## src/rtl/fwft_sync_fifo.sv

```systemverilog
// First-word-fall-through synchronous FIFO with a registered head word,
// runtime almost-full/almost-empty thresholds, high-water mark and sticky error flags.
module fwft_sync_fifo #(
  parameter int unsigned DATA_W = 8,
  parameter int unsigned DEPTH  = 8,
  parameter int unsigned CNT_W  = $clog2(DEPTH) + 1
) (
  input  logic              clk,
  input  logic              rst_n,
  input  logic              clear,
  input  logic              in_valid,
  input  logic [DATA_W-1:0] in_data,
  output logic              in_ready,
  output logic              out_valid,
  output logic [DATA_W-1:0] out_data,
  input  logic              out_ready,
  input  logic [CNT_W-1:0]  afull_thresh,
  input  logic [CNT_W-1:0]  aempty_thresh,
  output logic [CNT_W-1:0]  count,
  output logic              almost_full,
  output logic              almost_empty,
  output logic [CNT_W-1:0]  max_count,
  output logic              ovf_sticky,
  output logic              udf_sticky
);

  localparam int unsigned      PTR_W     = $clog2(DEPTH);
  localparam logic [PTR_W-1:0] PTR_ONE   = PTR_W'(1);
  localparam logic [CNT_W-1:0] CNT_ONE   = CNT_W'(1);
  localparam logic [CNT_W-1:0] DEPTH_CNT = CNT_W'(DEPTH);

  logic [DATA_W-1:0] mem [DEPTH];

  logic [PTR_W-1:0]  wr_ptr_q, wr_ptr_d;
  logic [PTR_W-1:0]  rd_ptr_q, rd_ptr_d;
  logic              out_valid_q, out_valid_d;
  logic [DATA_W-1:0] out_data_q, out_data_d;
  logic [CNT_W-1:0]  count_q, count_d;
  logic [CNT_W-1:0]  max_q, max_d;
  logic              in_ready_q, in_ready_d;
  logic              ovf_q, ovf_d;
  logic              udf_q, udf_d;

  logic push;
  logic pop;
  logic mem_empty;
  logic slot_free;
  logic bypass;
  logic mem_we;

  // Handshakes use only registered state, so in_ready never depends on out_ready.
  assign push      = in_valid && in_ready_q;
  assign pop       = out_valid_q && out_ready;
  // Storage never holds more than DEPTH-1 words, so equal pointers always mean empty.
  assign mem_empty = (wr_ptr_q == rd_ptr_q);
  assign slot_free = !out_valid_q || pop;
  assign bypass    = push && slot_free && mem_empty;
  assign mem_we    = push && !bypass && !clear;

  // Next-state: head register refill, pointer advance, occupancy and status tracking.
  always_comb begin
    wr_ptr_d    = wr_ptr_q;
    rd_ptr_d    = rd_ptr_q;
    out_valid_d = out_valid_q;
    out_data_d  = out_data_q;
    count_d     = count_q;
    max_d       = max_q;
    ovf_d       = ovf_q;
    udf_d       = udf_q;
    if (clear) begin
      wr_ptr_d    = '0;
      rd_ptr_d    = '0;
      out_valid_d = 1'b0;
      count_d     = '0;
      max_d       = '0;
      ovf_d       = 1'b0;
      udf_d       = 1'b0;
    end else begin
      ovf_d = ovf_q | (in_valid & ~in_ready_q);
      udf_d = udf_q | (out_ready & ~out_valid_q);
      if (slot_free) begin
        if (!mem_empty) begin
          out_valid_d = 1'b1;
          out_data_d  = mem[rd_ptr_q];
          rd_ptr_d    = rd_ptr_q + PTR_ONE;
        end else if (push) begin
          out_valid_d = 1'b1;
          out_data_d  = in_data;
        end else begin
          out_valid_d = 1'b0;
        end
      end
      if (push && !bypass) begin
        wr_ptr_d = wr_ptr_q + PTR_ONE;
      end
      case ({push, pop})
        2'b10:   count_d = count_q + CNT_ONE;
        2'b01:   count_d = count_q - CNT_ONE;
        default: count_d = count_q;
      endcase
      if (count_d > max_q) begin
        max_d = count_d;
      end
    end
    in_ready_d = (count_d < DEPTH_CNT);
  end

  always_ff @(posedge clk or negedge rst_n) begin
    if (!rst_n) begin
      wr_ptr_q    <= '0;
      rd_ptr_q    <= '0;
      out_valid_q <= 1'b0;
      out_data_q  <= '0;
      count_q     <= '0;
      max_q       <= '0;
      in_ready_q  <= 1'b1;
      ovf_q       <= 1'b0;
      udf_q       <= 1'b0;
    end else begin
      wr_ptr_q    <= wr_ptr_d;
      rd_ptr_q    <= rd_ptr_d;
      out_valid_q <= out_valid_d;
      out_data_q  <= out_data_d;
      count_q     <= count_d;
      max_q       <= max_d;
      in_ready_q  <= in_ready_d;
      ovf_q       <= ovf_d;
      udf_q       <= udf_d;
    end
  end

  // Storage array carries no reset; only words behind valid pointers are ever read.
  always_ff @(posedge clk) begin
    if (mem_we) begin
      mem[wr_ptr_q] <= in_data;
    end
  end

  assign in_ready     = in_ready_q;
  assign out_valid    = out_valid_q;
  assign out_data     = out_data_q;
  assign count        = count_q;
  assign max_count    = max_q;
  assign ovf_sticky   = ovf_q;
  assign udf_sticky   = udf_q;
  assign almost_full  = (count_q >= afull_thresh);
  assign almost_empty = (count_q <= aempty_thresh);

endmodule

```

## config.mk

```make
export PLATFORM = sky130hd
export DESIGN_NAME = fwft_sync_fifo
export DESIGN_NICKNAME = d
export VERILOG_FILES = /design/src/rtl/fwft_sync_fifo.sv
export SDC_FILE = /design/constraint.sdc
export NUM_CORES = 1
export LEC_CHECK = 0
export CAP_MARGIN = 20
export CORE_MARGIN = 2
export CORE_UTILIZATION = 50
export DETAILED_ROUTE_END_ITERATION = 12
export GPL_TIMING_DRIVEN = 0
export PLACE_DENSITY_LB_ADDON = 0.1
export SYNTH_ARGS = -nofsm -noshare
export SYNTH_HDL_FRONTEND = slang
export SYNTH_SLANG_ARGS = --single-unit
```

## constraint.sdc

```tcl
create_clock -name clk -period 5.66 [get_ports clk]
set_clock_uncertainty 0.2 [all_clocks]
set_input_delay 1.132 -clock clk [delete_from_list [all_inputs] [get_ports clk]]
set_output_delay 1.132 -clock clk [all_outputs]
set_load 0.03 [all_outputs]
```

==> results.json <==
{
  "use_met2_pct": 32.86,
  "synth_top_cell_area_share_pct": 46.87,
  "die_h_um": 94.56,
  "firstDrtPassIters": 4,
  "cts.path.max_buffers": 2,
  "cts_buffers": 9,
  "fillCellCount": 643,
  "peakVddDrop_uv": 236.3,
  "cts_resized": 0,
  "powerDensity_nw_per_um2": 465.4,
  "synth-warning-count": 0,
  "final_core_util_pct": 60.88,
  "wl_per_cell_um": 18.79,
  "clk_latency_ps": 360,
  "drt_iter0_markers": 131,
  "fmax_mhz": 222.7,
  "clkSinkCount": 90,
  "layout-drive-gt1-share_pct": 18.43,
  "avgSynthCellArea_um2": 15.19,
  "setup_viol": 0,
  "antenna_found_initial": 0,
  "grtUsageMet1_pct": 26.09,
  "grt_use_total_pct": 19.74,
  "cts_max_level": 3,
  "arrival_ps": 3160,
  "finalMaxSlewViolations": 0,
  "rows": 33,
  "crit_path_end_kind": "output port",
  "hp-class": "flip-flop to flip-flop",
  "fin_crit_ps": 4490,
  "port_buffers": 42,
  "layout_commonest_cell": "edfxtp_1",
  "cts_setup_buffers": 0,
  "die_w_um": 94.56,
  "initial_core_util_pct": 50.66,
  "first_global_vias": 2301,
  "via_count": 2369,
  "critPathRequiredTime_ps": 4330,
  "hpwl_mm": 5.383,
  "maxCapViolCount": 0,
  "synth_seq_area_share_pct": 62.77,
  "power.leakage_nw": 1.864,
  "antenna_left": 0,
  "rsz0062_at_grt": "false",
  "core_area_um2": 8093,
  "status": "finished clean",
  "layout_common_cells": "64 x edfxtp_1, 42 x clkdlybuf4s50_1, 28 x nor2_1",
  "avgViaCountPerCell": 5.433,
  "syn-cell-area_um2": 4100,
  "synthCells": 270,
  "grt_start_max_net_pins": 20,
  "final_hold_viol_count": 0,
  "holdBufCountCts": 0,
  "worstMarginPinSlew_ps": 965.1,
  "ys_ff_latch": 90,
  "startpoint_type": "primary input",
  "crit_type": "primary input to output port",
  "syn_to_final_growth_pct": 20.17,
  "n_antenna_cell": 0,
  "path_max_fanout": 2,
  "num_io_pins": 43,
  "die-area_um2": 8941,
  "cts_tree": "yes",
  "drcViolationCount": 0,
  "final_nets": 364,
  "met3_usage_pct": 2.953,
  "clock-root-buffer": "clkbuf_8",
  "path_clk_slew_ps": 80,
  "post-route-period-util_pct": 79.32,
  "slew_headroom_pct": 35.42,
  "gp_congestion": 0.7431,
  "synth_fp_nets": 308,
  "busiest_layer": "met2",
  "overflow": 0,
  "yosys.area.top_type": "edfxtp_1",
  "routed_wl_mm": 8.192,
  "hold_ws_ps": 314.1,
  "grt_pass1_wl_mm": 12.46,
  "fin_tns_setup_ps": 0,
  "netlist_top_cells_area": "edfxtp_1 47%, dfrtp_1 15%, mux4_2 8.8%",
  "synth_cell_types": 38
}
-- per-stage QoR --
stage / cells / power (W) / setup slack (ps) / cell area [um2]
after global placement: 417 / 0.001805 / 907.6 / 4652
final: 436 / 0.002293 / 1170 / 4927
after CTS: 436 / 0.002310 / 1154 / 4927
after global routing: 436 / 0.002428 / 930.4 / 4927
after floorplan: 270 / 0.001527 / 1800 / 4100
after detailed placement: 420 / 0.001828 / 903.8 / 4705
-- registers in the layout, summed over array words and instances, names as in the netlist --
register and count:
wr_ptr_q 3, udf_sticky 1, count 4, out_valid 1
out_data 8, mem 64, ovf_sticky 1, max_count 4
rd_ptr_q 3, in_ready 1
-- kinds of logic after synthesis --
| family | Yosys count | synth area share [%] |
|---|---|---|
| xor+xnor | 11 | 2.350 |
| fa+ha+maj | 17 | 5.188 |
| mux | 37 | 14.92 |
| flops | 90 | 62.77 |
| buf+inv | 26 | 3.631 |
| compound gates | 29 | 4.120 |
| simple gates | 60 | 7.018 |
-- per-layer routing --
layer | share of wire (%) | vias to the layer above
met2 | 50 | 56
met3 | 4.1 | 11
met5 | 0 | -
met1 | 44 | 1188
met4 | 1.7 | 0
li1 | - | 1114
-- cell type report --
class	instances	area [um2]	area share (%)
Clock buffer	9	123.9	2.514
Timing Repair Buffer	45	450.4	9.142
Clock inverter	7	98.84	2.006
Buffer	11	92.59	1.879
Inverter	15	56.30	1.143
Sequential cell	90	2574	52.23
Multi-Input combinational cell	154	1400	28.42
Tap cell	105	131.4	2.666
-- cell usage after synthesis --
master	number
edfxtp_1	64
nor2_1	28
dfrtp_1	25
a21oi_1	17
ha_1	17
mux4_2	16
inv_1	15
mux2i_1	12
mux2_4	8
nand2_1	6
xnor2_1	6
nand2b_1	5
nor2b_1	5
o21ai_0	5
xor2_1	5
buf_6	4
nand3_1	3
nor3_1	3
a211oi_1	2
and2_1	2
buf_2	2
buf_4	2
nor4_1	2
or2_2	2
a211o_1	1
a21oi_2	1
a41o_1	1
a41oi_1	1
buf_1	1
buf_8	1
clkbuf_1	1
dfstp_2	1
mux2_2	1
nand3_2	1
nand3b_1	1
nand4_1	1
o21bai_1	1
or3_1	1
-- worst max-delay path, stage by stage --
cell,delay [ps]
clkdlybuf4s50_1,460
inv_1,40
ha_1,290
nor2b_1,130
o21ai_0,130
nand2b_1,70
a21oi_1,140
a41o_1,110
clkdlybuf4s50_1,660
-- power breakdown --
part / leakage (nW) / internal (W) / switching [W]
logic: 0.844 / 0.000445 / 0.000512
registers: 0.907 / 0.000790 / 0.0000589
clock network: 0.112 / 0.000252 / 0.000235
total: 1.86 / 0.00149 / 0.000806
-- final timing paths --
check | from | slack [ps] | cells after the start | to
max reg2reg | in_ready$_DFF_PN1_ | 2000 | 15 | max_count[0]$_DFFE_PN0P_
min reg2reg | out_data[2]$_DFFE_PN0P_ | 310 | 1 | out_data[2]$_DFFE_PN0P_
max in group asynchronous | rst_n | 3780 | 2 | in_ready$_DFF_PN1_
max | aempty_thresh[1] | 1170 | 9 | almost_empty
min in group asynchronous | rst_n | 890 | 1 | out_data[6]$_DFFE_PN0P_
min | out_data[2]$_DFFE_PN0P_ | 310 | 1 | out_data[2]$_DFFE_PN0P_
Note: power is estimated with default switching activity, not from simulation.
